--- src/rtl/piso_stream.sv ---
// Parallel-in/serial-out serializer with valid/ready on both sides.
// Bit order is chosen per word; a new word can load on the last bit's transfer.
module piso_stream #(
    parameter int unsigned WIDTH = 8,
    localparam int unsigned CNT_W = $clog2(WIDTH)
) (
    input  logic             clk,
    input  logic             reset,
    input  logic             flush,
    input  logic             in_valid,
    output logic             in_ready,
    input  logic [WIDTH-1:0] in_data,
    input  logic             in_lsb_first,
    output logic             serial_out,
    output logic             serial_valid,
    input  logic             out_ready,
    output logic             frame_last,
    output logic             busy
);

    typedef enum logic {
        StIdle,
        StShift
    } state_e;

    state_e             state_q, state_d;
    logic [WIDTH-1:0]   sreg_q, sreg_d;
    logic [CNT_W-1:0]   cnt_q, cnt_d;
    logic               lsb_q, lsb_d;
    logic               load;
    logic               xfer;

    assign busy         = (state_q == StShift);
    assign serial_valid = busy;
    assign serial_out   = busy ? (lsb_q ? sreg_q[0] : sreg_q[WIDTH-1]) : 1'b0;
    assign frame_last   = busy && (cnt_q == CNT_W'(WIDTH - 1));
    // Combinational out_ready -> in_ready path gives gap-free back-to-back framing.
    assign in_ready     = !flush && (!busy || (frame_last && out_ready));
    assign load         = in_valid && in_ready;
    assign xfer         = busy && out_ready;

    always_comb begin
        state_d = state_q;
        sreg_d  = sreg_q;
        cnt_d   = cnt_q;
        lsb_d   = lsb_q;
        if (flush) begin
            state_d = StIdle;
            cnt_d   = '0;
        end else if (load) begin
            state_d = StShift;
            sreg_d  = in_data;
            lsb_d   = in_lsb_first;
            cnt_d   = '0;
        end else if (xfer) begin
            sreg_d = lsb_q ? {1'b0, sreg_q[WIDTH-1:1]} : {sreg_q[WIDTH-2:0], 1'b0};
            if (frame_last) begin
                state_d = StIdle;
                cnt_d   = '0;
            end else begin
                cnt_d = cnt_q + CNT_W'(1);
            end
        end
    end

    always_ff @(posedge clk or negedge reset) begin
        if (!reset) begin
            state_q <= StIdle;
            sreg_q  <= '0;
            cnt_q   <= '0;
            lsb_q   <= 1'b0;
        end else begin
            state_q <= state_d;
            sreg_q  <= sreg_d;
            cnt_q   <= cnt_d;
            lsb_q   <= lsb_d;
        end
    end

endmodule
--- config.mk ---
export PLATFORM = sky130hd
export DESIGN_NAME = piso_stream
export DESIGN_NICKNAME = d
export VERILOG_FILES = /design/src/rtl/piso_stream.sv
export SDC_FILE = /design/constraint.sdc
export NUM_CORES = 1
export LEC_CHECK = 0
export BUFFER_PORTS_ARGS = -buffer_cell sky130_fd_sc_hd__buf_2
export CORE_UTILIZATION = 53
export CTS_BUF_LIST = sky130_fd_sc_hd__clkbuf_4
export DETAILED_ROUTE_END_ITERATION = 8
export HOLD_SLACK_MARGIN = 0.02
export PLACE_DENSITY = 0.85
export SLEW_MARGIN = 20
export SYNTH_ARGS = -nofsm -noshare
export SYNTH_HDL_FRONTEND = slang
export SYNTH_SLANG_ARGS = --single-unit
--- constraint.sdc ---
create_clock -name clk -period 2 [get_ports clk]
set_input_delay 0.4 -clock clk [delete_from_list [all_inputs] [get_ports clk]]
set_output_delay 0.4 -clock clk [all_outputs]
set_load 0.03 [all_outputs]
# Word-level counts from Yosys, hierarchy flattened

Cells that the tools add are included.

Add/subtract/negate cells: 1
Equality and inequality tests: 1
Muxes and demuxes: 13
Bitwise operators: 1
Reductions and logical operators: 14

Operator list:

| kind                                                          | count |
|---|---|
| 8-bit two-way mux                                             | 3 |
| 3-bit two-way mux                                             | 4 |
| 1-bit two-way mux                                             | 6 |
| 2-bit AND reduction                                           | 3 |
| 3-bit nonzero test                                            | 2 |
| 1-bit logical AND                                             | 5 |
| 3-bit by 1-bit adder with 3-bit output, second input constant | 1 |
| 3-bit equality test, second input constant                    | 1 |
| 1-bit zero test                                               | 2 |
| 2-bit nonzero test                                            | 1 |
| 1-bit logical OR                                              | 1 |
| 1-bit inverter                                                | 1 |

Bits in registers: 13
Input port bits: 14
Output and inout bits: 5
Word-level logic and storage cells: 34

# Logic depth before layout (Yosys ltp)

Depth in word-level cells: 8
Mapped depth: 6
Gate-level depth less buffers: 5

# Worst setup path before layout

Ideal clock, no wire load.

Path type: register to output
Start point: register cnt_q[0]
End point: output in_ready
Arrival: 1.397 ns
Required time: 1.600 ns
Path slack: 0.203 ns
Stages on the path, launching flop included: 6
Buffers on the path: 1
Cell sequence: dfrtp_1 > ha_1 > ha_1 > a21boi_0 > buf_2 > nor2_1

Longest elaborated chain between the ends: 5

Ends and longest elaborated chain:

| item                   | line | source |
|---|---|---|
| from (decl)            | 28   | `logic [CNT_W-1:0] cnt_q, cnt_d;` |
| from (signal assigned) | 75   | `cnt_q <= cnt_d;` |
| 3-bit equality test    | 36   | `assign frame_last = busy && (cnt_q == CNT_W'(WIDTH - 1));` |
| 1-bit logical AND      | 36   |  |
| 1-bit logical AND      | 38   | `assign in_ready = !flush && (!busy \|\| (frame_last && out_ready));` |
| 1-bit logical OR       | 38   |  |
| 1-bit logical AND      | 38   |  |
| to (decl)              | 11   | `output logic in_ready,` |

Every way passes these cells.

# Worst setup path after layout

Same ends and word-level chain as after synthesis.

==> results.cfg <==
[routing]
drtAntennaViolNets = 0
wl_met3_um = 166
first_iter_violations = 38
vias_per_cell = 6.31
wire_per_inst_um = 15.1
wirelength_um = 1820
drtPass1Iterations = 4
wl_met1_um = 856
drc = 0
vias = 764
dr_wl_met2_um = 798
top_layer_used = met4

[critical_path]
critical_path.slowest_cell = dfrtp_1
start_kind = flip-flop
worstPathCellList = ha_1 > ha_2 > a21boi_4 > nor2_1 > buf_2
worstRegToRegCells = 6
critPathMaxStageDelay_ps = 400
cp_data_required_time_ps = 1600
crit_type = reg -> out
crit_arrival_ps = 1500
critPathCaptureType = output pin
crit_fanout = 5

[sta]
max_slew_margin_pct = 67.3
finClkSkew_ps = 7.63
fmax_mhz = 526
setup_violations = 0
period_needed_ps = 1900
rsz0062_at_grt = no
post-route-period-util_pct = 95.0
setup_tns_ps = 0
worstMarginPinSlew_ps = 490
report.final.hold_viol_count = 0
slew_violations = 0

[power_and_ir_drop]
irDropWorstVdd_mv = 0.482
powerDensity_mw_per_mm2 = 803
power_leakage_uw = 0.000433

[finish]
multiInputGateArea_um2 = 443
drive_above_1_share_pct = 29.2
nFillCells = 96
final_common_cell = buf_2
nets = 123
insertedDiodeCount = 0
seq_area_um2 = 325
area_delta_synth_final_pct = 20.3
layout_common_cells = buf_2, dfrtp_1, nor2b_1
stdcell_count = 121

[global_route]
grt_pass1_vias = 569
antenna_found_initial = 0
overflow = 0
grt.total_usage_pct = 24.9
grt_pass1_wl_um = 2620
grt_max_degree = 18

[clock_tree]
htree_levels = 1
clock_sinks = 13
cts_inserted_buffers = 3
clock_latency_ps = 280
cts_tree = yes
cts.path.max_buffers = 2
clock-root-buffer = clkbuf_4
path_clk_slew_ps = 80

[placement]
port_buffers = 18
placed_cells = 115
place.gp.congestion = 0.780
dp_hpwl_um = 1270

[floorplanning]
start_util_pct = 59.0
die_x_um = 40.8
die_h_um = 40.8
rows = 13
coreArea_mm2 = 0.00135
dieArea_mm2 = 0.00166
num_io_pins = 19

[logic_synthesis]
syn_area_um2 = 797
synth-warning-count = 0
syn_inst = 86
ys_seq_elements = 13
synth-seq-area-share_pct = 40.8
syn_nets = 102
avgSynthCellArea_um2 = 9.27
synth_cell_types = 29

[run_status]
outcome = complete, no violations

[run]
maxCapViolCount = 0

[hold_path]
whs_path_depth = 2
min_path_type = in -> reg
[layout make-up]
type                    instances  share of cell area, %
flip-flops and latches         13                   33.9
repair buffers                 24                   14.4
clock buffers                   4                   3.13
well taps                      15                   1.96
inverters                       1                  0.392
multi-input cells              64                   46.2
[metal layers]
metal | up-vias | global-route usage, %
li1 | 362 | -
met1 | 355 | 37.7
met2 | 45 | 33.6
met3 | 2 | 6.52
met4 | 0 | 7.50
met5 | - | 0
[registers in the layout, indices dropped and copies added (netlist names)]
signal / flops
busy: 1
sreg_q: 8
cnt_q: 3
lsb_q: 1
[through the flow]
step / instance area [µm²] / util, % / total power (µW) / worst slack (ps) / hold slack [ps]
5_1_grt: 958 / 71.0 / 816 / 10.5 / 357
2_1_floorplan: 797 / - / 514 / 203 / 104
6_report: 958 / 71.0 / 770 / 100 / 352
4_1_cts: 941 / 69.7 / 764 / 6.53 / 351
3_3_place_gp: 897 / 66.5 / 575 / 165 / 298
3_5_place_dp: 897 / 66.5 / 585 / 66.0 / 300
[logic make-up (layout without fill, tap and decap cells)]
kind of cell    Yosys count  count (layout)  share of synthesized area (%)
flops                    13              13                           40.8
mux                       4               4                           5.18
fa+ha+maj                 2               2                           3.14
compound gates           29              29                           25.6
buf+inv                   9              29                           5.34
simple gates             29              29                           19.9
[worst max-delay path, delay by kind of cell, from the launching register on]
family	cells	cell delay (ps)
AO/OA/AOI/OAI	1	170
adder cells (fa/ha/maj)	2	420
buffers and inverters	1	180
flip-flops	1	400
AND/OR/NAND/NOR	1	50
[synthesized netlist by cell type]
library cell / count / area share, %
a21bo_2: 1 / 1.3
a21boi_0: 1 / 0.94
a21oi_1: 2 / 1.3
a221oi_1: 6 / 6.6
a22oi_1: 1 / 0.94
a311oi_1: 1 / 1.1
and2_1: 1 / 0.79
buf_1: 1 / 0.47
buf_2: 3 / 1.9
buf_4: 1 / 0.94
clkbuf_1: 2 / 0.94
clkbuf_2: 1 / 0.63
dfrtp_1: 13 / 41
ha_1: 2 / 3.1
inv_1: 1 / 0.47
mux2_2: 1 / 1.4
mux2i_1: 3 / 3.8
nand2_1: 2 / 0.94
nand2b_1: 1 / 0.79
nand3_1: 1 / 0.63
nand4b_1: 1 / 1.1
nor2_1: 4 / 1.9
nor2b_1: 9 / 7.1
nor3_1: 7 / 4.4
o211ai_1: 3 / 2.8
o21ai_0: 8 / 5.0
o31ai_1: 6 / 5.7
or2_0: 1 / 0.79
or3_1: 2 / 1.6
[power breakdown]
part | total, µW | internal [µW] | switching, µW
Combinational | 228 | 110 | 118
Sequential | 363 | 315 | 48.4
Clock | 178 | 90.9 | 87.0
Total | 770 | 516 | 253
[timing repair]
action | in CTS | in global routing
pin swaps | 0 | 1
hold endpoints to repair | 13 | 0
hold buffers | 1 | 0
endpoints found under the setup margin | 1 | 1
gates resized for setup | 2 | 2
setup buffers | 0 | 1
[worst paths after layout]
| kind | from | end | slack (ps) |
|---|---|---|---|
| hold / removal | in_lsb_first | lsb_q | 350 |
| min in group asynchronous | reset | cnt_q[2] | 530 |
| max in group asynchronous | reset | sreg_q[0] | 1240 |
| hold reg to reg | sreg_q[2] | sreg_q[2] | 560 |
| setup reg to reg | cnt_q[0] | lsb_q | 320 |
| setup / recovery | cnt_q[0] | in_ready | 100 |
Note: power is estimated with default switching activity, not from simulation.
